### config.mk
export PLATFORM = sky130hd
export DESIGN_NAME = systolic_pe_acc
export DESIGN_NICKNAME = d
export VERILOG_FILES = /design/src/rtl/systolic_pe_acc.sv
export SDC_FILE = /design/constraint.sdc
export NUM_CORES = 1
export LEC_CHECK = 0
export CAP_MARGIN = 15
export CORE_MARGIN = 2
export CORE_UTILIZATION = 50
export CTS_BUF_LIST = sky130_fd_sc_hd__clkbuf_8
export CTS_CLUSTER_DIAMETER = 40
export DETAILED_ROUTE_END_ITERATION = 10
export PLACE_DENSITY_LB_ADDON = 0.05
export REMOVE_ABC_BUFFERS = 1
export SLEW_MARGIN = 20
export SYNTH_ARGS = -nofsm -noshare
export SYNTH_HDL_FRONTEND = slang
export SYNTH_SLANG_ARGS = --single-unit
### constraint.sdc
create_clock -name clk -period 13.3 [get_ports clk]
set_clock_uncertainty 0.1 [all_clocks]
set_input_delay 1.995 -clock clk [delete_from_list [all_inputs] [get_ports clk]]
set_output_delay 1.995 -clock clk [all_outputs]
set_load 0.01 [all_outputs]
### src/rtl/systolic_pe_acc.sv
// Systolic-array processing element: forwards operands east/south and accumulates K-long
// dot-product tiles. Defining SYSTOLIC_PE_SAT_EN makes each accumulate step saturate instead of wrap.
module systolic_pe_acc #(
  parameter int ROW    = 0,
  parameter int COL    = 0,
  parameter int DW     = 8,
  parameter int AW     = 2*DW+8,
  parameter int K      = 8,
  parameter int SIGNED = 0
) (
  input  logic          clk,
  input  logic          rst,
  input  logic          start,
  input  logic          in_valid,
  input  logic [DW-1:0] in_a,
  input  logic [DW-1:0] in_b,
  output logic [DW-1:0] out_a,
  output logic [DW-1:0] out_b,
  output logic          out_valid,
  output logic [AW-1:0] result,
  output logic          result_valid,
  input  logic          result_ready,
  output logic          busy
);

  localparam int CW = (K > 1) ? $clog2(K) : 1;

  typedef enum logic [1:0] {IDLE, ACC, DONE} state_t;

  state_t          state, next_state;
  logic [AW-1:0]   acc;
  logic [CW-1:0]   cnt;
  logic [2*DW-1:0] prod;
  logic [AW-1:0]   prod_ext;
  logic [AW-1:0]   step_base;
  logic [AW-1:0]   next_sum;
  logic [CW-1:0]   cnt_base;
  logic            tile_open;
  logic            take;
  logic            last;

  generate
    if (SIGNED != 0) begin : g_signed
      assign prod     = (2*DW)'($signed(in_a)) * (2*DW)'($signed(in_b));
      assign prod_ext = AW'($signed(prod));
    end else begin : g_unsigned
      assign prod     = (2*DW)'(in_a) * (2*DW)'(in_b);
      assign prod_ext = AW'(prod);
    end
  endgenerate

  // A start is honoured everywhere except in DONE while the result is still unaccepted.
  assign tile_open = start && ((state != DONE) || result_ready);
  assign take      = in_valid && (tile_open || (state == ACC));
  assign cnt_base  = tile_open ? '0 : cnt;
  assign step_base = tile_open ? '0 : acc;
  assign last      = take && (cnt_base == CW'(K-1));
  assign busy      = (state != IDLE);

`ifdef SYSTOLIC_PE_SAT_EN
  logic [AW:0] sum_full;

  // NOTE: every variable written in an always_comb gets a default first, so no path infers a latch.
  always_comb begin
    sum_full = {1'b0, step_base} + {1'b0, prod_ext};
    next_sum = sum_full[AW-1:0];
    if (SIGNED != 0) begin
      if ((step_base[AW-1] == prod_ext[AW-1]) && (next_sum[AW-1] != step_base[AW-1]))
        next_sum = step_base[AW-1] ? {1'b1, {(AW-1){1'b0}}} : {1'b0, {(AW-1){1'b1}}};
    end else if (sum_full[AW]) begin
      next_sum = '1;
    end
  end
`else
  assign next_sum = step_base + prod_ext;
`endif

  always_comb begin
    next_state = state;
    if (tile_open) begin
      next_state = last ? DONE : ACC;
    end else begin
      case (state)
        ACC:     if (last) next_state = DONE;
        DONE:    if (result_ready) next_state = IDLE;
        default: next_state = state;
      endcase
    end
  end

  // NOTE: sequential state uses non-blocking assignments so every register samples pre-edge values.
  always_ff @(posedge clk) begin
    if (rst) state <= IDLE;
    else     state <= next_state;
  end

  always_ff @(posedge clk) begin
    if (rst) begin
      out_a        <= '0;
      out_b        <= '0;
      out_valid    <= 1'b0;
      acc          <= '0;
      cnt          <= '0;
      result       <= '0;
      result_valid <= 1'b0;
    end else begin
      out_valid <= in_valid;
      if (in_valid) begin
        out_a <= in_a;
        out_b <= in_b;
      end

      // Release comes first so a back-to-back K=1 tile can re-assert result_valid below.
      if ((state == DONE) && result_ready)
        result_valid <= 1'b0;

      if (take) begin
        if (last) begin
          result       <= next_sum;
          result_valid <= 1'b1;
        end else begin
          acc <= next_sum;
          cnt <= cnt_base + CW'(1);
        end
      end else if (tile_open) begin
        acc <= '0;
        cnt <= '0;
      end
    end
  end

endmodule

Yosys cells after proc, flatten, opt, wreduce, memory -nomap -nowiden
Cells that the tools add are included.
{ "totals": {"reg_bits": 71, "latchBits": 0, "mem_bits_rw": 0, "mem_bits_ro": 0, "in_bits": 21, "elab_cells": 42, "n_memories": 0} }
{ "op_classes": {"n_addsub": 2, "mul": 1, "div": 0, "order_cmp": 0, "eq_ne": 7, "n_shift": 0, "muxes": 14, "n_bitwise": 0, "n_reduce_logical": 10} }
{ "op_table": {"columns": ["operator", "count"], "rows": [
  ["$mux 24", 3],
  ["$add 24x16->24", 1],
  ["$mul 8x8->16", 1],
  ["$mux 3", 3],
  ["$mux 2", 4],
  ["$ne 3x3->1 const B", 2],
  ["$logic_and 1x1->1", 4],
  ["$ne 2x2->1 const B", 2],
  ["$pmux 2 s2", 1],
  ["$add 3x1->3 const B", 1],
  ["$eq 3x3->1 const B", 1],
  ["$mux 1", 3],
  ["$reduce_and 3->1", 1],
  ["$reduce_bool 3->1", 1],
  ["$eq 2x1->1 const B", 1],
  ["$eq 2x2->1 const B", 1],
  ["$logic_or 1x1->1", 2],
  ["$reduce_and 2->1", 1],
  ["$reduce_bool 2->1", 1]
]} }

Logic depth before layout (Yosys ltp)
Gate-level depths: netlist of the first run.
{ "depth": {"ltp_word": 9, "ltp_mapped": 22} }

Worst setup path before layout of the first run
Ideal clock, no wire load.
{ "synth_path": {"path_kind": "in2reg", "startpoint": "in result_ready", "endpoint": "reg acc[15]", "setup_ns": 0.091, "arrival_ns": 6.884, "t_required_ns": 13.109, "slack_ns": 6.226, "path_stages": 20, "path_cell_list": "or3b_1 buf_6 nand2_1 buf_2 buf_2 nand2_1 fa_1 inv_1 fa_1 fa_1 inv_1 fa_1 inv_1 ha_1 nand3_1 or2_2 a21oi_1 o41a_1 mux2_2 a311oi_1"} }
{ "synth_between": {"elab_chain_len": 6, "word_cells_on_any_way": 12, "classes_between": "add/sub: 1; eq/ne: 2; mux: 4; reduce/logical: 5"} }
{ "synth_lines": {"columns": ["element", "line", "text"], "rows": [
  ["from (decl)", "22", "input logic result_ready,"],
  ["$logic_or 1x1->1 (*)", "53", "assign tile_open = start && ((state != DONE) || result_ready);"],
  ["$logic_and 1x1->1 (*)", "53", null],
  ["$mux 24 (tied with other cells)", null, null],
  ["$add 24x16->24 (tied with other cells)", "75", "assign next_sum = step_base + prod_ext;"],
  ["$mux 24 / $logic_and 1x1->1 (equally long branches)", "118, 57", null],
  ["$mux 24 / $ne 2x2->1 (equally long branches)", null, null],
  ["to (signal assigned)", "122", "acc <= next_sum;"],
  ["to (decl)", "31", "logic [AW-1:0] acc;"]
]} }
Mark *: on every way between the ends. The rest lies on a longest branch, timed or not. The select of a mux whose other input is x is not followed.
A chain may end at the register's enable or synchronous reset.

Final worst setup path of the first run
Same ends and word-level chain as after synthesis.

==> metrics.txt, run 1 <==
pre-CTS setup slack=5454 ps; net switching power=0.4119 mW; Comb pwr share=0.568; CTS Root Cell=clkbuf_8; leakage power=3.017 nW; post-route cell area=6744 µm²; Sw Ratio=0.4420; unrepaired setup endpoints after global routing=no; antenna diode count=0; multi-input logic area=3993 µm²; CP Launch Type=input port; most frequent cells in the layout=nand2_1, inv_1, dfxtp_1; Routed WL=14.29 mm; CORE AREA=11470 µm²; Buffers on Ports=63; clock latency on the worst-skew pair=370 ps; CP max FO=34; Final setup viols=0; top cells by area, synth=dfxtp_1, fa_1, ha_1, and2_1, nand2_1; DRT iter0 DRCs=229; vias in the first global route=5040; min setup slack post-route=5862 ps; Final min period=7438 ps; clock share of power=0.175; Final Max Slew Viols=0; Least-Margin Pin Slew=896.9 ps; async set or reset register ratio after synthesis=0; Cell variety after synth=59; number of instances resized during post-cts repair=0; Arr. time, crit path=7620 ps; EDFF count, synth=0; DR vias/cell=5.469; Max-slew headroom=0.4020; CTS tree=done; filler cell count=1043; Cell Pwr Density=138.2 nW/µm²; worst vdd ir=0.07150 mV; die area=12660 µm²; Post-CTS Repair Setup Buffers=0; FP Rows=39; crit-path max cell delay=530 ps; Mapped Area=5889 µm²; Cell Int Power=0.5201 mW; vias=4878; Post-DRT Antenna Nets=0; DP Wirelength=10.52 mm; Final period util=0.5592; Hold Violations, Final=0; WP data required=13480 ps; worst path cell trace=clkdlybuf4s50_1 -> or3b_1 -> nand2_1 -> buf_4 -> nand2_1 -> fa_1 -> inv_1 -> fa_1 -> fa_1 -> inv_1 -> fa_1 -> inv_1 -> ha_1 -> nand3_1 -> or2_2 -> a21oi_1 -> o41a_1 -> mux2_2 -> a311oi_1; initial antenna violation count=0; Clk pin slew, worst setup/hold paths=80 ps; most common cell after layout, fill and taps aside=nand2_1; Die X=112.5 µm; Flop pwr share=0.257; Critical Path Sink Type=flop; Initial Utilization=0.5136; area leader, netlist=dfxtp_1; # clock sinks=71; max-cap check violation count=0; Syn Area/Cell=8.401 µm²; Avg WL per Cell=16.02 µm; Most Frequent Cell on Critical Path=fa_1; DRT Pass-1 Iters=5; GR Util All Layers=0.2432; global-route wire length before repair=24.70 mm; Mapped Cells=701; FF+latch count, synth=71; total grt overflow=0; # IOs=64; area share of the largest cell type after synthesis=0.2413; largest net degree at the start of global routing=72; synth warn=0; hold_buf cts=0; Hold WC Path Type=reg2reg; Fin Setup TNS=0 ps; sequential-to-total area share from yosys stat=0.2413; ys flop type=dfxtp_1; WS Path Type=in2reg; # H-tree levels=3; Layout area overhead=14.51%; total CTS buffers=9; outcome=completed; slowest stage cell, crit path=fa_1; nets@finish=858; detailed-route DRC error count=0; Max clock buf depth=2; Seq. cell area=1421 µm²; layout cells sized above 1=0.04005; die height=112.5 µm; fmax=134.4 MHz; Area after DPL=6568 µm²; GPL Wtd Cong=0.8918
-- path summary, 6_finish.rpt --
path	startpoint	endpoint	slack (ps)	depth (start not counted)
max	result_ready	acc[15]$_SDFFE_PP0N_	5860	19
min	result[1]$_SDFFE_PP0P_	result[1]$_SDFFE_PP0P_	360	2
max reg2reg	state[1]$_SDFFE_PP0P_	acc[15]$_SDFFE_PP0N_	7530	18
min reg2reg	result[1]$_SDFFE_PP0P_	result[1]$_SDFFE_PP0P_	360	2
-- kinds of logic after synthesis --
family / after synthesis / synth area share
AO/OA/AOI/OAI: 124 / 0.1421
XOR/XNOR: 10 / 0.01487
adder cells (fa/ha/maj): 93 / 0.2613
buffers and inverters: 119 / 0.08158
flip-flops: 71 / 0.2413
multiplexers: 21 / 0.03590
AND/OR/NAND/NOR: 263 / 0.2229
-- per-layer routing --
metal / part of all wire / wire length [µm] / track usage / vias up
met5: 0 / 0 / 0 / -
met4: 0.015 / 214 / 0.06179 / 0
met3: 0.038 / 542 / 0.04806 / 17
met2: 0.49 / 6937 / 0.4177 / 105
met1: 0.46 / 6597 / 0.3161 / 2349
li1: - / - / - / 2407
-- critical path: cells and delay by family --
kind	cells	cell delay, ps
compound gates	3	800
fa+ha+maj	5	2360
buf+inv	5	980
mux	1	350
simple gates	5	1130
-- Yosys cell counts, types with 12 or more instances --
cell and n:
clkbuf_1 24, ha_1 43, nand3_1 25, fa_1 50, inv_1 83, mux2i_1 20, nor2_1 42, o21ai_0 17
and2_1 56, dfxtp_1 71, a21oi_1 44, a21o_1 12, nand2_1 91
-- area by class of cell --
class                           instances  area share
Clock inverter                          5    0.003711
Tap cell                              143     0.02653
Multi-Input combinational cell        511      0.5920
Timing Repair Buffer                   68     0.09833
Sequential cell                        71      0.2108
Clock buffer                           11     0.02245
Inverter                               83     0.04620
-- registers in the layout, indices dropped and copies added (netlist names) --
name,cells
out_a,8
result,24
out_b,8
out_valid,1
acc,24
cnt,3
result_valid,1
state,2
-- power by group through the flow --
stage	Combinational (mW)	Sequential, mW	Clock (mW)
6_report	0.529	0.240	0.163
5_1_grt	0.601	0.242	0.178
4_1_cts	0.532	0.240	0.170
3_5_place_dp	0.528	0.245	0
3_3_place_gp	0.515	0.244	0
2_1_floorplan	0.397	0.243	0
-- through the flow --
step	util	std cells	total power, mW	hold WS (ps)
3_3_place_gp	0.5727	876	0.7591	338.6
4_1_cts	0.5881	892	0.9418	361.1
2_1_floorplan	-	665	0.6402	329.5
3_5_place_dp	0.5727	876	0.7724	349.2
5_1_grt	0.5881	892	1.021	379.8
6_report	0.5881	892	0.9320	356.9
Power figures use the tool's default switching activity.
==> run 2, diff against run 1 <==
==> constraint.sdc (replaced) <==
create_clock -name clk -period 7.4 [get_ports clk]
set_clock_uncertainty 0.1 [all_clocks]
set_input_delay 1.11 -clock clk [delete_from_list [all_inputs] [get_ports clk]]
set_output_delay 1.11 -clock clk [all_outputs]
set_load 0.01 [all_outputs]
==> run 2 against run 1 <==
Effect of this change:
- final cell count grew 0.22%
- clock-buffer cell count shrank 1
- core utilization grew 0.38 points
- via count grew 2.8%
- combinational power grew 83%
- sequential share of layout area shrank 0.14 points
- first-iteration DRC count grew 6.6%
- non-clock buffer count grew 2
- sequential power grew 80%
- total power grew 87%
- critical endpoint unchanged
- largest power group unchanged
==> metrics.txt, run 2 (same netlist as run 1, synthesis figures left out) <==
crit-path max cell delay=530 ps; worst path cell trace=clkdlybuf4s50_1 -> or3b_1 -> nand2_1 -> nand2_1 -> fa_1 -> inv_1 -> fa_1 -> fa_1 -> inv_1 -> fa_1 -> inv_1 -> ha_1 -> nand3_1 -> or2_2 -> a21oi_1 -> o41a_1 -> mux2_2 -> a311oi_1; hold endpoint=result[1]$_SDFFE_PP0P_; Routed WL=14.80 mm; vias=5016; Arr. time, crit path=6680 ps; Final period util=0.8774; GPL Wtd Cong=0.8889; die height=112.5 µm; Final setup viols=0; WP depth=18; min setup slack post-route=907.5 ps; leakage power=3.027 nW; multi-input logic area=3993 µm²; Max clock buf depth=2; max-cap check violation count=0; post-route cell area=6788 µm²; WS Path Type=in2reg; DRT Pass-1 Iters=6; Least-Margin Pin Slew=802.7 ps; Clk pin slew, worst setup/hold paths=90 ps; met1 Use GR=0.3329; Hold Violations, Final=0; nets@finish=860; R2R Path End=acc[15]$_SDFFE_PP0N_; met3 GRT Util=0.03510; GRT met2 Usage=0.4181; WP data required=7590 ps; hold_sp=result[1]$_SDFFE_PP0P_; total grt overflow=0; vias in the first global route=5164; detailed-route DRC error count=0; fmax=154.0 MHz; Hold WC Path Type=reg2reg; Seq. cell area=1421 µm²; FP Rows=39; CTS tree=done; # clock sinks=71; layer with the highest usage=met2; CP Launch Type=input port; largest registers=acc: 24 flops, result: 24 flops; outcome=completed; pre-CTS setup slack=571.6 ps; Post-CTS Repair Setup Buffers=0; crit path launch=result_ready; clock latency on the worst-skew pair=380 ps; global-route wire length before repair=25.52 mm; delay-heaviest family, CP=adder cells; Cell Pwr Density=256.5 nW/µm²; Post-DRT Antenna Nets=0; Area after DPL=6583 µm²; layout cells sized above 1=0.04527; # H-tree levels=3; number of instances resized during post-cts repair=0; r2r setup slk=1670 ps; filler cell count=1079; CP max FO=9; CP Buf/Inv Count=4; Buffers on Ports=63; Avg WL per Cell=16.55 µm; worst vdd ir=0.1546 mV; CTS Root Cell=clkbuf_8; DR vias/cell=5.611; initial antenna violation count=0; Fin Setup TNS=0 ps; post-route core utilization=0.5919; Critical Path Sink Type=flop; total CTS buffers=9; slowest stage cell, crit path=fa_1; unrepaired setup endpoints after global routing=no; GR Util All Layers=0.2533; hold_buf cts=0; Die X=112.5 µm; Most Frequent Cell on Critical Path=fa_1; DRT iter0 DRCs=244; Final Max Slew Viols=0; die area=12660 µm²; Worst Reg2Reg Path Length in Cells=17; largest net degree at the start of global routing=72; Total Power=1.741 mW; Hold Path Stages=2; antenna diode count=0; Max-slew headroom=0.4625; most frequent cells in the layout=nand2_1, inv_1, dfxtp_1; Initial Utilization=0.5136; Post-Layout Cell Count=894; worst hold slack=357.3 ps; DP Wirelength=11.02 mm; Reg-to-Reg Start=state[1]$_SDFFE_PP0P_; Final min period=6492 ps; most common cell after layout, fill and taps aside=nand2_1; # IOs=64; CORE AREA=11470 µm²; Cells after DPL=878; Layout area overhead=15.25%
## run 2: changes by cell type in the layout (fill, tap and decap cells not counted)
cell        delta
clkinv_2       -1
clkbuf_8       -1
buf_4          +2
inv_1          -2
bufinv_16      +1
clkinvlp_4     +1
clkinv_4       +1
inv_6          +1
## run 2: final cells by class
cell class,count,share of cell area
multi-input combinational,511,0.5882
sequential,71,0.2094
timing repair buffer,70,0.09991
inverter,83,0.04590
tap,143,0.02636
clock buffer,10,0.02028
clock inverter,6,0.009954
## run 2: how the worst max path moves through the flow
stage | end
after floorplan | acc[15]$_SDFFE_PP0N_
after global placement | acc[15]$_SDFFE_PP0N_
after detailed placement | acc[15]$_SDFFE_PP0N_
after CTS | acc[15]$_SDFFE_PP0N_
after global routing | acc[15]$_SDFFE_PP0N_
final | acc[15]$_SDFFE_PP0N_
## run 2: where the power goes
group | internal, mW | switching, mW
Clock | 0.166 | 0.172
Sequential | 0.414 | 0.0190
Combinational | 0.386 | 0.584
## run 2: layer usage
metal  up-vias  part of all wire
met5         -                 0
met4         0             0.031
met3        38             0.039
met2       138              0.48
met1      2440              0.45
li1       2400                 -
## run 2: worst reg2reg max path, stage by stage (launching register included)
cell and delay [ps]:
dfxtp_1 460, or3b_1 490, nand2_1 340, nand2_1 120, fa_1 490, inv_1 50, fa_1 470, fa_1 500
inv_1 60, fa_1 530, inv_1 40, ha_1 380, nand3_1 130, or2_2 300, a21oi_1 330, o41a_1 240
mux2_2 350, a311oi_1 260
==> run 3, diff against run 2 <==
==> constraint.sdc (replaced) <==
create_clock -name clk -period 8.3 [get_ports clk]
set_clock_uncertainty 0.1 [all_clocks]
set_input_delay 1.245 -clock clk [delete_from_list [all_inputs] [get_ports clk]]
set_output_delay 1.245 -clock clk [all_outputs]
set_load 0.01 [all_outputs]
==> run 3 against run 2 <==
Effect of this change:
- global-route usage shrank 1.3 points
- final cell count shrank 0.22%
- critical path depth is the same
- clock power shrank 6%
- sequential power shrank 11%
- die area is the same
- setup slack gained 750 ps
- sequential share of layout area is the same
- register-to-register slack gained 910 ps
- core utilization is the same
- largest cell class unchanged
- largest power group unchanged
==> metrics.txt, run 3 (same netlist as run 1, synthesis figures left out) <==
global-route wire length before repair=24.44 mm; CTS tree=done; Sw Ratio=0.4295; Cell Int Power=0.8795 mW; nets@finish=858; Final Max Slew Viols=0; detailed-route DRC error count=0; Flop pwr share=0.249; leakage power=3.033 nW; Max clock buf depth=2; die area=12660 µm²; DP Wirelength=10.28 mm; Hold WC Path Type=reg2reg; Post-CTS Repair Setup Buffers=0; WS Path Type=in2reg; DR vias/cell=5.414; filler cell count=1047; Least-Margin Pin Slew=893.0 ps; Critical Path Sink Type=flop; Final period util=0.8006; fmax=150.5 MHz; CORE AREA=11470 µm²; clock share of power=0.207; vias=4829; # IOs=64; Cells after DPL=876; r2r setup slk=2580 ps; Clk pin slew, worst setup/hold paths=80 ps; Cell Pwr Density=227.1 nW/µm²; largest net degree at the start of global routing=72; initial antenna violation count=0; Comb pwr share=0.544; die height=112.5 µm; CP Launch Type=input port; Layout area overhead=15.25%; number of instances resized during post-cts repair=0; antenna diode count=0; most frequent cells in the layout=nand2_1, inv_1, dfxtp_1; Post-DRT Antenna Nets=0; largest registers=acc: 24 flops, result: 24 flops; CTS Root Cell=clkbuf_8; # clock sinks=71; total CTS buffers=9; Avg WL per Cell=15.60 µm; worst vdd ir=0.1423 mV; GPL Wtd Cong=0.8803; # H-tree levels=3; total grt overflow=0; Initial Utilization=0.5136; Post-Layout Cell Count=892; Hold Violations, Final=0; layout cells sized above 1=0.04272; vias in the first global route=4994; DRT iter0 DRCs=146; net switching power=0.6621 mW; Final min period=6645 ps; most common cell after layout, fill and taps aside=nand2_1; Final setup viols=0; clock latency on the worst-skew pair=370 ps; Buffers on Ports=63; CP max FO=10; unrepaired setup endpoints after global routing=no; outcome=completed; Routed WL=13.92 mm; Fin Setup TNS=0 ps; Arr. time, crit path=6820 ps; DRT Pass-1 Iters=4; Max-slew headroom=0.4047; GR Util All Layers=0.2400; hold_buf cts=0; FP Rows=39; max-cap check violation count=0; WP data required=8480 ps; Die X=112.5 µm
## run 3: cell count changes in the layout (fill, tap and decap cells not counted), sizes merged
cell / previous run / this run
buf: 8 / 6
clkinv: 2 / 4
clkinvlp: 2 / 0
bufinv: 1 / 2
clkbuf: 10 / 9
## run 3: stage by stage
| step | hold slack [ps] | utilization | setup WS, ps | instance area [µm²] | power, mW |
|---|---|---|---|---|---|
| 2_1_floorplan | 329.5 | - | 1945 | 5720 | 1.026 |
| 3_5_place_dp | 343.8 | 0.5727 | 1265 | 6568 | 1.227 |
| 4_1_cts | 357.7 | 0.5919 | 1659 | 6788 | 1.551 |
| 6_report | 352.8 | 0.5919 | 1655 | 6788 | 1.542 |
| 5_1_grt | 375.5 | 0.5919 | 1370 | 6788 | 1.700 |
| 3_3_place_gp | 344.7 | 0.5727 | 1459 | 6568 | 1.215 |
## run 3: final timing paths
path                          endpoint             startpoint  depth (start not counted)
setup reg to reg  acc[15]$_SDFFE_PP0N_  state[1]$_SDFFE_PP0P_                         17
hold reg to reg   acc[10]$_SDFFE_PP0N_   acc[10]$_SDFFE_PP0N_                          2
setup / recovery  acc[15]$_SDFFE_PP0N_           result_ready                         18
hold / removal    acc[10]$_SDFFE_PP0N_   acc[10]$_SDFFE_PP0N_                          2
## run 3: worst max-delay path: stages
cell             delay [ps]
clkdlybuf4s50_1         490
or3b_1                  500
nand2_1                 350
nand2_1                 120
fa_1                    490
inv_1                    50
fa_1                    470
fa_1                    490
inv_1                    50
fa_1                    530
inv_1                    40
ha_1                    380
nand3_1                 120
or2_2                   300
a21oi_1                 310
o41a_1                  220
mux2_2                  350
a311oi_1                290
## run 3: layout make-up
cell class,count,area [µm²],share of cell area
clock buffer,9,123.9,0.01825
clock inverter,7,96.34,0.01419
inverter,83,311.5,0.04590
multi-input combinational,511,3993,0.5882
sequential,71,1421,0.2094
tap,143,178.9,0.02636
timing repair buffer,68,663.1,0.09770
## run 3: power groups by stage
stage	clock (mW)	combinational [mW]	sequential [mW]
floorplan	0	0.636	0.389
global placement	0	0.823	0.392
global route	0.342	0.970	0.388
CTS	0.326	0.841	0.384
finish	0.319	0.839	0.384
detailed placement	0	0.835	0.392
## run 3: per-layer routing
metal	global-route usage	vias up	wire length (µm)
li1	-	2408	-
met3	0.03402	20	398
met5	0	-	0
met1	0.3226	2322	6653
met2	0.3940	79	6559
met4	0.09268	0	306
